[src/rtl/clock_edge_monitor_pkg.sv]
// Shared types and helpers for the slow-clock edge monitor.
// State encoding, default parameters and a saturating increment.
package clock_edge_monitor_pkg;

    typedef enum logic [1:0] {
        IDLE    = 2'd0,
        ARMED   = 2'd1,
        LOCKED  = 2'd2,
        STALLED = 2'd3
    } state_t;

    localparam int DEF_SYNC_STAGES = 2;
    localparam int DEF_TIMEOUT     = 64;

    // Increment that sticks at max instead of wrapping.
    function automatic logic [63:0] sat_inc(
        input logic [63:0] value,
        input logic [63:0] max
    );
        return (value >= max) ? max : value + 64'd1;
    endfunction

endpackage

[src/rtl/bit_synchronizer.sv]
// Multi-flop synchronizer for a single asynchronous bit.
// Chain depth is a parameter; every stage clears on clr.
module bit_synchronizer #(
    parameter int STAGES = 2
) (
    input  logic clk,
    input  logic clr,
    input  logic d,
    output logic q
);

    logic [STAGES-1:0] chain;

    // Shift the raw input through the flop chain.
    always_ff @(posedge clk or posedge clr) begin
        if (clr) begin
            chain <= '0;
        end else begin
            chain <= {chain[STAGES-2:0], d};
        end
    end

    assign q = chain[STAGES-1];

endmodule

[src/rtl/clock_edge_monitor.sv]
// Edge strobes, period/high-time measurement and stall detection
// for a divided clock sampled in the fast clkin domain.
module clock_edge_monitor
    import clock_edge_monitor_pkg::*;
#(
    parameter int          CNT_W       = 32,
    parameter int          SYNC_STAGES = DEF_SYNC_STAGES,
    parameter int unsigned TIMEOUT     = DEF_TIMEOUT
) (
    input  logic             clkin,
    input  logic             clr,
    input  logic             slowclk,
    output logic             rise_pulse,
    output logic             fall_pulse,
    output logic [CNT_W-1:0] period,
    output logic [CNT_W-1:0] high_time,
    output logic             period_valid,
    output logic             stalled
);

    localparam int PW = $clog2(SYNC_STAGES + 2);
    localparam logic [PW-1:0]    PRIME_END = PW'(SYNC_STAGES + 1);
    localparam logic [CNT_W-1:0] CNT_MAX   = '1;
    localparam logic [CNT_W-1:0] TO_LAST   = CNT_W'(TIMEOUT - 1);

    state_t           state;
    logic             sync;
    logic             prev;
    logic [PW-1:0]    prime_cnt;
    logic [CNT_W-1:0] cnt;
    logic [CNT_W-1:0] cap;
    logic             primed;
    logic             rise;
    logic             fall;
    logic             timeout;

    bit_synchronizer #(
        .STAGES (SYNC_STAGES)
    ) u_sync (
        .clk (clkin),
        .clr (clr),
        .d   (slowclk),
        .q   (sync)
    );

    // Edges are only trusted once the chain and prev hold real samples.
    assign primed  = (prime_cnt == PRIME_END);
    assign rise    = primed & sync & ~prev;
    assign fall    = primed & ~sync & prev;
    assign cap     = CNT_W'(sat_inc(64'(cnt), 64'(CNT_MAX)));
    assign timeout = (cnt == TO_LAST);

    // Prime window, edge history and registered strobes.
    always_ff @(posedge clkin or posedge clr) begin
        if (clr) begin
            prev       <= 1'b0;
            prime_cnt  <= '0;
            rise_pulse <= 1'b0;
            fall_pulse <= 1'b0;
        end else begin
            prev       <= sync;
            rise_pulse <= rise;
            fall_pulse <= fall;
            if (!primed) begin
                prime_cnt <= prime_cnt + PW'(1);
            end
        end
    end

    // Measurement FSM: counter, captures and status flags.
    always_ff @(posedge clkin or posedge clr) begin
        if (clr) begin
            state        <= IDLE;
            cnt          <= '0;
            period       <= '0;
            high_time    <= '0;
            period_valid <= 1'b0;
            stalled      <= 1'b0;
        end else begin
            unique case (state)
                IDLE: begin
                    cnt <= '0;
                    if (rise) begin
                        state <= ARMED;
                    end
                end
                ARMED: begin
                    cnt <= rise ? '0 : cap;
                    if (fall) begin
                        high_time <= cap;
                    end
                    if (rise) begin
                        state        <= LOCKED;
                        period       <= cap;
                        period_valid <= 1'b1;
                    end else if (timeout) begin
                        state   <= STALLED;
                        stalled <= 1'b1;
                    end
                end
                LOCKED: begin
                    cnt <= rise ? '0 : cap;
                    if (fall) begin
                        high_time <= cap;
                    end
                    if (rise) begin
                        period <= cap;
                    end else if (timeout) begin
                        state        <= STALLED;
                        stalled      <= 1'b1;
                        period_valid <= 1'b0;
                    end
                end
                STALLED: begin
                    cnt <= rise ? '0 : cap;
                    if (rise) begin
                        state   <= ARMED;
                        stalled <= 1'b0;
                    end
                end
                default: begin
                    state <= IDLE;
                end
            endcase
        end
    end

endmodule
[config.mk]
export PLATFORM = sky130hd
export DESIGN_NAME = clock_edge_monitor
export DESIGN_NICKNAME = d
export VERILOG_FILES = /design/src/rtl/clock_edge_monitor_pkg.sv /design/src/rtl/bit_synchronizer.sv /design/src/rtl/clock_edge_monitor.sv
export SDC_FILE = /design/constraint.sdc
export NUM_CORES = 1
export LEC_CHECK = 0
export BUFFER_PORTS_ARGS = -buffer_cell sky130_fd_sc_hd__buf_4
export CAP_MARGIN = 20
export CORE_UTILIZATION = 39
export CTS_CLUSTER_SIZE = 30
export DETAILED_ROUTE_END_ITERATION = 10
export MAX_ROUTING_LAYER = met4
export PLACE_DENSITY = 0.56
export SYNTH_ARGS = -nofsm -noshare
export SYNTH_HDL_FRONTEND = slang
export SYNTH_HIERARCHICAL = 1
export SYNTH_SLANG_ARGS = --single-unit
[constraint.sdc]
create_clock -name clkin -period 6 [get_ports clkin]
set_input_delay 0.3 -clock clkin [delete_from_list [all_inputs] [get_ports clkin]]
set_output_delay 0.3 -clock clkin [all_outputs]
set_load 0.05 [all_outputs]
; ---- Yosys cells after proc, flatten, opt, wreduce, memory -nomap -nowiden
; Cells that the tools add are included.
[op_classes]
muxes = 16
eq_ne = 12
n_lt_le_gt_ge = 1
reduce_logical = 11
bitwise_logic = 6
add_sub_neg = 2
[op_table]
columns = op, count
row1 = 2-to-1 mux 32 bit, 2
row2 = one-hot mux 32 bit (2 select lines), 1
row3 = adder 32 x 1 -> 32 bit (second input constant), 1
row4 = equality test 32 x 6 -> 1 bit (second input constant), 1
row5 = >= comparator 32 bit (second input constant), 1
row6 = != test 2 bit (second input constant), 5
row7 = 2-to-1 mux 2 bit, 4
row8 = AND reduction 4 bit, 2
row9 = equality test 2 bit (second input constant), 3
row10 = 2-to-1 mux 1 bit, 6
row11 = one-hot mux 2 bit (3 select lines), 1
row12 = AND reduction 2 bit, 3
row13 = AND 1 bit, 4
row14 = != test 2 x 1 -> 1 bit (second input constant), 2
row15 = one-hot mux 1 bit (2 select lines), 2
row16 = nonzero test 2 bit, 2
row17 = OR reduction 2 bit, 2
row18 = OR reduction 3 bit, 1
row19 = adder 2 x 1 -> 2 bit (second input constant), 1
row20 = equality test 2 x 1 -> 1 bit (second input constant), 1
row21 = logical NOT 2 bit, 1
row22 = inverter 1 bit, 2
[word_totals]
in_bits = 3
elab_cells = 59
reg_bits = 107
output_inout_bits = 68

; ---- Logic depth before layout (Yosys ltp)
[logic_depth]
ltp_word = 5
mapped_depth = 7
depth_no_buf = 6

; ---- Cells and area by module
; Netlist, hierarchy kept.
[by_module_without_submodules]
columns = mod, area_each_um2, cells_each, instances, seq_area_each_um2
row1 = clock_edge_monitor, 4529.3, 462, 1, 2627.5
row2 = bit_synchronizer, 53.8, 3, 1, 50.0

; ---- Worst setup path before layout
; OpenSTA, ideal clock, no wires.
[synth_path]
path_kind = register to register
start = reg cnt[12]
end = reg high_time[31]
path_stages_with_launch = 7
setup_ps = 130
synth_period_minus_slack_ps = 2224
n_path_buf = 1
arrival_ps = 2095
t_required_ps = 5870
path_slack_ps = 3776
path_cell_list = dfrtp_1 nand4_2 or4_1 buf_2 or4_4 o31ai_2 o21ai_1
[synth_via]
elab_chain_cells = 2
word_cells_on_any_way = 3
cone_classes = add/sub (1) / order compare (1) / mux (1)
[synth_lines]
columns = item, line_no
row1 = start: declaration, clock_edge_monitor.sv:30  ; logic [CNT_W-1:0] cnt;
row2 = start signal: assignment, clock_edge_monitor.sv:88  ; cnt <= rise ? '0 : cap;
row3 = start signal: assignment, clock_edge_monitor.sv:102  ; cnt <= rise ? '0 : cap;
row4 = start signal: assignment, clock_edge_monitor.sv:115  ; cnt <= rise ? '0 : cap;
row5 = adder 32 x 1 -> 32 bit / >= comparator 32 bit (equally long branches), clock_edge_monitor_pkg.sv:20  ; return (value >= max) ? max : value + 64'd1;
row6 = 2-to-1 mux 32 bit (*), clock_edge_monitor_pkg.sv:20
row7 = end signal: assignment, clock_edge_monitor.sv:90  ; high_time <= cap;
row8 = end signal: assignment, clock_edge_monitor.sv:104  ; high_time <= cap;
row9 = end: declaration, clock_edge_monitor.sv:16  ; output logic [CNT_W-1:0] high_time,
; Mark *: on every way between the ends. The rest lies on a longest branch, timed or not.
; A chain may end at the register's enable or synchronous reset.

; ---- Worst setup path in the final report
[layout_path]
start = reg cnt[12]
end = reg high_time[23]
; The elaborated chain is that of the path after synthesis.

==> results_dict.tcl <==
set metrics [dict create \
    outcome "finished clean" \
    syn-num-nets 474 \
    ys_seq_elements 107 \
    antenna_found_initial 0 \
    final-setup-viol-count 0 \
    port_buffers 70 \
    cts_buffer_depth 2 \
    vdd_ir_drop_max_v 0.0002402 \
    hpwl_um 7029 \
    synth_cells 465 \
    fmax_mhz 326.3 \
    rows 39 \
    synth_area_leaders "dfrtp_1 58%, nand2_1 5.8%, o21ai_0 5.6%, nor2_1 4.8%, a21oi_1 2.6%" \
    yosysUniqueCellTypes 44 \
    antenna_left 0 \
    rsz0062_at_grt "no" \
    start_util_pct 40.14 \
    yosysWarnings 6 \
    die_w_um 110.4 \
    cap_viol_max_count 0 \
    die_y_um 110.4 \
    yosys.area.top_type "dfrtp_1" \
    drt_iter0_markers 185 \
    drv_slew 0 \
    avgRoutedWirePerCell_um 14.90 \
    cts_made_buffers 9 \
    drive_above_1_share_pct 18.03 \
    gr-total-overflow 0 \
    vias 3482 \
    core_area_um2 11420 \
    cp_max_fo 19 \
    cts.sinks 107 \
    slew_headroom_pct 29.41 \
    clk_pin_slew_ns 0.07 \
    period_share_pct 51.08 \
    hp-class "in2reg" \
    grt.total_usage_pct 18.08 \
    drc 0 \
    finalInstanceArea_um2 5497 \
    synth_seq_area_share_pct 58.42 \
    finClkSkew_ns 0.007699 \
    worst_ep_required_time_ns 6.26 \
    wl_um 9982 \
    synthDominantCellAreaShare_pct 58.42 \
    layout.nets 533 \
    die_area_um2 12190 \
    mostFrequentLayoutCells "107 x dfrtp_1, 73 x buf_4, 71 x nand2_1" \
    drt_pass1_iterations 4 \
    grt_pass1_wl_um 17240 \
    layout_commonest_cell "dfrtp_1" \
    crit_arrival_ns 3.33 \
    cts_tree "built" \
    min_period_ns 3.065 \
    fillers 1112 \
    grt_max_degree 57 \
    vias_per_cell 5.197 \
    grt_pass1_vias 3429 \
    critPathLaunchType "register" \
    p_per_area_nw_per_um2 366.6 \
    dpl-instance-area_um2 5204 \
    cp-end-kind "register" \
    worst-setup-path-type "reg2reg" \
    finalSetupTns_ns 0 \
    syn2layout_area_growth_pct 19.93 \
    io_pins 71 \
    h-tree-depth 3 \
    synth_edf_count 0 \
    insertion_delay_ns 0.35 \
    syn_avg_cell_area_um2 9.856 \
    place_congestion 0.8234 \
    root_buffer "clkbuf_16" \
    leakage_nw 2.508 \
    total_power_w 0.002015 \
    syn-cell-area_um2 4583 \
    synthFlopType "dfrtp_1" \
    num_antenna_cells 0 \
    async_flop_share_pct 100.0 \
    worstMarginPinSlew_ns 1.051 \
    final_hold_viol_count 0 \
]
[cells by family after synthesis]
logic type / share of synthesized area, %
muxes: 1.556
buffers and inverters: 3.194
AOI/OAI and AO/OA: 11.44
and+or+nand+nor: 20.12
adders and majority gates: 1.638
xor gates and xnor gates: 3.631
DFF: 58.42
[state kept, by name (all words and copies together), names as in the netlist]
register / count
cnt: 32
fall_pulse: 1
high_time: 32
period: 32
period_valid: 1
prev: 1
prime_cnt: 2
rise_pulse: 1
stalled: 1
state: 2
u_sync/chain: 2
[worst max-delay path, cell delays in order, from the launching register on]
cell and delay (ns):
dfrtp_1 0.45, nand4_2 0.16, or4_1 0.84, nor4_4 1.01, nor2_1 0.29, a21oi_1 0.23
[path summary, 6_finish.rpt]
kind / depth (start not counted) / slack (ns) / startpoint / to
setup reg to reg: 5 / 2.94 / cnt[12]$_DFF_PP0_ / high_time[23]$_DFFE_PP0P_
hold / removal: 1 / 0.06 / slowclk / u_sync/chain[0]$_DFF_PP0_
max in group asynchronous: 4 / 4.26 / clr / cnt[21]$_DFF_PP0_
min in group asynchronous: 3 / 0.38 / clr / u_sync/chain[0]$_DFF_PP0_
setup / recovery: 5 / 2.94 / cnt[12]$_DFF_PP0_ / high_time[23]$_DFFE_PP0P_
hold reg to reg: 0 / 0.35 / u_sync/chain[0]$_DFF_PP0_ / u_sync/chain[1]$_DFF_PP0_
[what timing repair did]
action / in CTS / in global routing
hold buffers: 1 / 0
endpoints found under the hold margin: 2 / 0
gates resized for setup: 0 / 0
buffers inserted: 0 / 0
setup endpoints to repair: 0 / 0
[layer usage]
layer / up-vias / part of all wire (%) / global-route usage [%]
met5: - / 0 / -
met1: 1688 / 48 / 25.00
met2: 65 / 47 / 26.29
met3: 17 / 3.7 / 3.513
li1: 1712 / - / -
met4: 0 / 1.7 / 7.022
[stage by stage]
step | utilization, % | hold slack (ns) | cells | setup WS [ns]
floorplan | - | 0.04118 | 465 | 2.939
global placement | 45.57 | 0.1815 | 655 | 3.057
detailed placement | 45.57 | 0.1840 | 655 | 2.936
CTS | 48.14 | 0.05310 | 670 | 2.896
global route | 48.14 | 0.04592 | 670 | 2.720
finish | 48.14 | 0.06230 | 670 | 2.935
[layout make-up]
cell class | count | area (um^2) | area share [%]
Sequential cell | 107 | 2678 | 48.71
Multi-Input combinational cell | 322 | 1759 | 32.01
Timing Repair Buffer | 74 | 558.0 | 10.15
Clock buffer | 11 | 242.7 | 4.416
Tap cell | 143 | 178.9 | 3.255
Clock inverter | 3 | 40.04 | 0.7284
Inverter | 10 | 40.04 | 0.7284
[synth_stat cells, types with 2 or more instances]
master    count
mux2i_1       6
and3_1        5
nor2_1       58
inv_1        10
a31oi_1       3
and2_1        2
buf_2         3
o21ai_0      51
nand4_1       4
xnor2_1      13
nand2_1      71
nand2b_1      2
o31ai_1       3
o22a_1        2
and3b_1       2
xor2_1        6
nor4_1       16
and4_1        2
nor3_1       12
o21ai_1       3
or4_1         2
clkbuf_1     18
dfrtp_1     107
nand4_2       2
nand3_1      12
a21oi_1      24
ha_1          6
buf_1         4
[where the power goes]
part	total (W)	leakage, nW	internal, W	switching [W]
clock	0.000570	0.141	0.000329	0.000242
combinational	0.000590	0.932	0.000163	0.000427
sequential	0.000855	1.44	0.000796	0.0000587
No activity file was read; power rests on OpenSTA's default activity.
